### src/rtl/pc_fetch_ctrl.sv
// Program-counter and instruction-fetch controller for the monocycle RISC-V core.
// Holds the architectural PC, runs the imem fetch handshake, presents the
// fetched instruction to decode, commits the selected next PC on ack, traps
// misaligned targets and counts retired instructions.
module pc_fetch_ctrl #(
    parameter logic [31:0] RESET_PC = 32'h0000_0000,
    parameter logic [31:0] TRAP_VEC = 32'h0000_0100
) (
    input  logic        clk,
    input  logic        rst_n,
    input  logic [31:0] next_pc,
    output logic        imem_req,
    output logic [31:0] imem_addr,
    input  logic        imem_ready,
    input  logic [31:0] imem_rdata,
    output logic [31:0] instr,
    output logic        instr_valid,
    input  logic        instr_ack,
    output logic [31:0] pc,
    output logic [31:0] pc_plus4,
    output logic        misalign_trap,
    output logic [31:0] trap_pc,
    output logic [31:0] trap_val,
    output logic [63:0] instret
);

    localparam int unsigned XLEN  = 32;
    localparam int unsigned CNT_W = 64;
    localparam logic [XLEN-1:0] NOP_INSTR = 32'h0000_0013;

    typedef enum logic {
        FETCH = 1'b0,
        HOLD  = 1'b1
    } state_t;

    state_t state_q;
    state_t state_d;
    logic   capture;
    logic   commit;
    logic   misaligned;

    // Target alignment and the PC+4 adder feeding the next-PC mux
    assign misaligned = (next_pc[1:0] != 2'b00);
    assign imem_addr  = pc;
    assign pc_plus4   = pc + XLEN'(4);

    // State register
    always_ff @(posedge clk or negedge rst_n) begin
        if (!rst_n) begin
            state_q <= FETCH;
        end else begin
            state_q <= state_d;
        end
    end

    // Next-state and handshake decode; imem_req is held low while in reset
    always_comb begin
        state_d     = state_q;
        imem_req    = 1'b0;
        instr_valid = 1'b0;
        capture     = 1'b0;
        commit      = 1'b0;
        case (state_q)
            FETCH: begin
                imem_req = rst_n;
                if (imem_ready) begin
                    capture = 1'b1;
                    state_d = HOLD;
                end
            end
            HOLD: begin
                instr_valid = 1'b1;
                if (instr_ack) begin
                    commit  = 1'b1;
                    state_d = FETCH;
                end
            end
            default: state_d = FETCH;
        endcase
    end

    // Instruction capture, PC commit, trap capture and retire counter
    always_ff @(posedge clk or negedge rst_n) begin
        if (!rst_n) begin
            pc            <= RESET_PC;
            instr         <= NOP_INSTR;
            misalign_trap <= 1'b0;
            trap_pc       <= '0;
            trap_val      <= '0;
            instret       <= '0;
        end else begin
            misalign_trap <= 1'b0;
            if (capture) begin
                instr <= imem_rdata;
            end
            if (commit) begin
                instret <= instret + CNT_W'(1);
                if (misaligned) begin
                    pc            <= TRAP_VEC;
                    trap_pc       <= pc;
                    trap_val      <= next_pc;
                    misalign_trap <= 1'b1;
                end else begin
                    pc <= next_pc;
                end
            end
        end
    end

endmodule
### config.mk
export PLATFORM = sky130hd
export DESIGN_NAME = pc_fetch_ctrl
export DESIGN_NICKNAME = d
export VERILOG_FILES = /design/src/rtl/pc_fetch_ctrl.sv
export SDC_FILE = /design/constraint.sdc
export NUM_CORES = 1
export LEC_CHECK = 0
export ABC_AREA = 1
export BUFFER_PORTS_ARGS = -buffer_cell sky130_fd_sc_hd__buf_4
export CAP_MARGIN = 10
export CORE_AREA = 2 2 122 147
export CTS_BUF_LIST = sky130_fd_sc_hd__clkbuf_8
export CTS_CLUSTER_SIZE = 28
export DETAILED_ROUTE_END_ITERATION = 16
export DIE_AREA = 0 0 124 149
export PLACE_DENSITY = 0.95
export SLEW_MARGIN = 20
export SYNTH_ARGS = -nofsm -noshare
export SYNTH_HDL_FRONTEND = slang
export SYNTH_SLANG_ARGS = --single-unit
export TNS_END_PERCENT = 50
### constraint.sdc
create_clock -name clk -period 4.37 [get_ports clk]
set_input_delay 0.874 -clock clk [delete_from_list [all_inputs] [get_ports clk]]
set_output_delay 0.874 -clock clk [all_outputs]
set_load 0.02 [all_outputs]
== Word-level counts from Yosys, hierarchy flattened ==
Cells that the tools add are included.

* Register bits: 194
* Bits in writable memories: 0
* Input bits: 68
* Output and inout bits: 259
* Memories: 0
* Logic and storage cells: 23
* Bits in read-only memories: 0
* Latch bits: 0

* Shift-type cells: 0
* Bitwise gates (word level): 1
* Muxes and demuxes: 11
* Equal/unequal tests: 0
* $add $sub $neg: 2
* Div/mod/pow operators: 0
* $mul: 0
* Reductions and logical operators: 2
* Magnitude comparators: 0

{| class="wikitable"
|+ Operator list
! kind !! count
|-
| $add 64x1->64 const B || 1
|-
| $add 32x3->32 const B || 1
|-
| $mux 32 || 1
|-
| $mux 1 || 9
|-
| $pmux 1 s2 || 1
|-
| $reduce_and 2->1 || 1
|-
| $reduce_bool 2->1 || 1
|-
| $not 1->1 || 1
|}

== Longest topological paths before layout ==
* Depth after elaboration: 3
* Mapped depth: 11
* Mapped depth without buffers: 10

== Worst setup path before layout ==
No wires, ideal clock.

* Path kind: register to output
* Start: register pc[3] (netlist: imem_addr[3])
* End: output pc_plus4[24]
* Slack: 1,732 ps
* Required time: 3,496 ps
* Cell stages (with the launch flop): 7
* Buffers on the path: 0
* Arrival: 1,764 ps
* Cells stage by stage: dfrtp_1 > ha_1 > nand3_1 > nor2_1 > nand4_1 > nor2_1 > xor2_1

* Word-level cells in the longest chain between the ends: 1

{| class="wikitable"
|+ RTL lines
! element !! line !! RTL
|-
| start: declaration || 19 || <nowiki>output logic [31:0] pc,</nowiki>
|-
| start signal: assignment || 104 || <nowiki>pc <= next_pc;</nowiki>
|-
| $add 32x3->32 || 45 || <nowiki>assign pc_plus4 = pc + XLEN'(4);</nowiki>
|-
| end: declaration || 20 || <nowiki>output logic [31:0] pc_plus4,</nowiki>
|}

Every way passes these cells.

== Final worst setup path ==
* Start: register pc[2] (netlist: imem_addr[2])
* End: output pc_plus4[26]

Same word-level chain as after synthesis.

==> flow_summary.yaml <==
timing:
  hold_viol_final: 0
  slew_violations: 0
  fmaxAchievable_ghz: 0.295
  fin_tns_setup_ns: 0
  rsz0062_at_grt: "no"
  worst_pin_slew_ns: 1.04
  finalSetupViolations: 0
  relSlewSlack: 0.307
  period_share: 0.775
  post-route-min-period_ns: 3.39
  finClkSkew_ns: 0.0207
  hold-worst-slack_ns: 0.394
worst_setup_path:
  required_ns: 3.50
  r2r-start: "state_q"
  end_kind: "output port"
  critPathKind: "flip-flop to output port"
  startpoint_type: "flip-flop"
  critPathArrivalTime_ns: 2.51
  worst-path-max-fanout: 5
  startpoint: "imem_addr[2]"
grt:
  antenna_found_initial: 0
  grtUsageTotal: 0.312
  grt_pass1_wl_mm: 43.9
  grt_pass1_vias: 8450
  grt_max_degree: 125
  grt-ovfl-total: 0
routing:
  via_per_inst: 5.39
  firstDrtPassIters: 6
  drt_iter0_markers: 775
  wl_per_cell_um: 18.1
  ant_nets: 0
  drc: 0
  finalWirelength_mm: 28.6
  vias: 8500
synthesis:
  ys_seq_area_frac: 0.518
  synth-seq-cells: 194
  synth_nets: 1123
  synthCells: 1053
  ys_types: 39
  synth_area_um2: 9390
  yosysWarnings: 0
  syn_avg_cell_area_um2: 8.91
finish:
  multi_input_area_um2: 3680
  seq_area_um2: 4860
  diodes: 0
  syn2layout_area_growth_pct: 30.3
  stdcell_count: 1576
  num-fill-cells: 1311
  final_nets: 1413
  layout-drive-gt1-share: 0.319
outcome:
  status: "finished, final reports clean"
clock_tree:
  max-clock-path-buffers: 2
  clk_pin_slew_ns: 0.12
  cts_max_level: 4
  cts-root-buf: "clkbuf_8"
  cts_resized: 0
  cts_setup_buffers: 0
  ctsHoldBuffers: 0
  tritoncts: "done"
  cts_sinks: 194
  clock_latency_ns: 0.46
  numCtsBuffers: 17
placement:
  dp.cells: 1544
  gp_congestion: 0.983
  io_buffers: 326
  hpwl_mm: 21.9
floorplanning:
  initial_core_util: 0.544
  core_area_um2: 17200
  rows: 53
  die_width_um: 124
  die_area_um2: 18500
  die_y_um: 149
  ios: 327
power:
  vdd_drop_max_mv: 0.365
  leakage_uw: 0.00611
  p_clk_frac: 0.243
  p_seq_frac: 0.451
  p_comb_frac: 0.305
  powerDensity_nw_per_um2: 416
  p_int_uw: 3210
  swShare: 0.369
  netSwitchingPower_uw: 1880
hold_path:
  hp-class: "input pin to async pin"
job:
  cap_violations: 0
==> worst paths after layout <==
path / slack, ns / endpoint / cells after the start
worst max-delay path: 0.98 / pc_plus4[26] / 6
worst min-delay path: 0.39 / trap_val[24] / 1
worst max register to register: 2.04 / instret[57] / 8
worst min register to register: 0.49 / trap_val[0] / 2
max in group asynchronous: 2.86 / instret[8] / 2
min in group clk: 0.49 / trap_val[0] / 2
==> cell families after synthesis <==
kind of cell / share of synthesized area
AND/OR/NAND/NOR: 0.230
AO/OA/AOI/OAI: 0.0565
XOR/XNOR: 0.0644
buffers and inverters: 0.0909
flip-flops: 0.518
adder cells (fa/ha/maj): 0.00267
multiplexers: 0.0384
==> per-stage QoR <==
stage                     setup WS (ns)  utilization  instance area (um^2)  total power, uW
after floorplan                    1.73            -                  9390             3110
after global routing              0.890        0.709                 12200             5320
after global placement             1.65        0.684                 11800             3830
final                             0.983        0.709                 12200             5090
after CTS                          1.04        0.709                 12200             5110
after detailed placement           1.58        0.684                 11800             3880
==> registers in the layout (all words and copies together), names as in the netlist <==
| name | flops |
|---|---|
| imem_addr | 32 |
| instr | 32 |
| instret | 64 |
| misalign_trap | 1 |
| state_q | 1 |
| trap_pc | 32 |
| trap_val | 32 |
==> cell usage after synthesis (all sizes together) <==
master	instances	area, um^2
o22ai	29	181
nor4	3	18.8
dfstp	3	78.8
inv	127	477
nor3b	2	15.0
nand2b	1	6.26
and2	4	25.0
nand4	22	138
clkbuf	7	26.3
xnor2	19	166
mux2	32	360
o21ai	64	320
a22o	1	8.76
clkinv	1	3.75
nor2	114	521
xor2	50	438
nand3b	7	52.6
nor2b	1	6.26
a21oi	1	5.00
and3	1	6.26
nand3	44	248
dfrtp	191	4780
nand2	244	936
o21bai	1	7.51
a22oi	1	7.51
nor3	30	183
buf	51	347
ha	2	25.0
==> routing by layer <==
metal / vias to the layer above / share of wire / routed length (um) / global-route usage
li1: 3909 / - / - / -
met1: 4037 / 0.35 / 10000 / 0.351
met2: 458 / 0.51 / 14400 / 0.534
met3: 96 / 0.093 / 2660 / 0.0933
met4: 0 / 0.049 / 1400 / 0.154
met5: - / 0 / 0 / 0
==> cells in the final DEF, fill, tap and decap left out, types with 29 or more instances in the layout <==
cell	synthesis	layout
mux2_2	32	32
o21ai_0	64	64
o22ai_1	29	29
buf_4	35	326
dfrtp_1	191	191
nor2_1	97	97
nand3_1	40	40
inv_1	125	125
xor2_1	50	50
nand2_1	236	235
==> worst max-delay path, stage by stage (launching register included) <==
cell and delay [ns]:
dfrtp_1 0.45, ha_1 0.24, nand3_1 0.20, nor3_1 0.49, nand4_1 0.30, xor2_1 0.22, buf_4 0.16
==> layout make-up <==
| cell class | instances | area share |
|---|---|---|
| Clock buffer | 18 | 0.0203 |
| Multi-Input combinational cell | 673 | 0.301 |
| Tap cell | 220 | 0.0225 |
| Timing Repair Buffer | 329 | 0.204 |
| Clock inverter | 14 | 0.0152 |
| Inverter | 128 | 0.0393 |
| Sequential cell | 194 | 0.397 |
==> power groups by stage <==
stage	Combinational, uW	Clock (uW)	Sequential, uW
finish	1550	1240	2300
global route	1660	1330	2330
CTS	1560	1260	2290
detailed placement	1560	0	2320
global placement	1530	0	2310
floorplan	499	0	2610
Power figures use the tool's default switching activity.
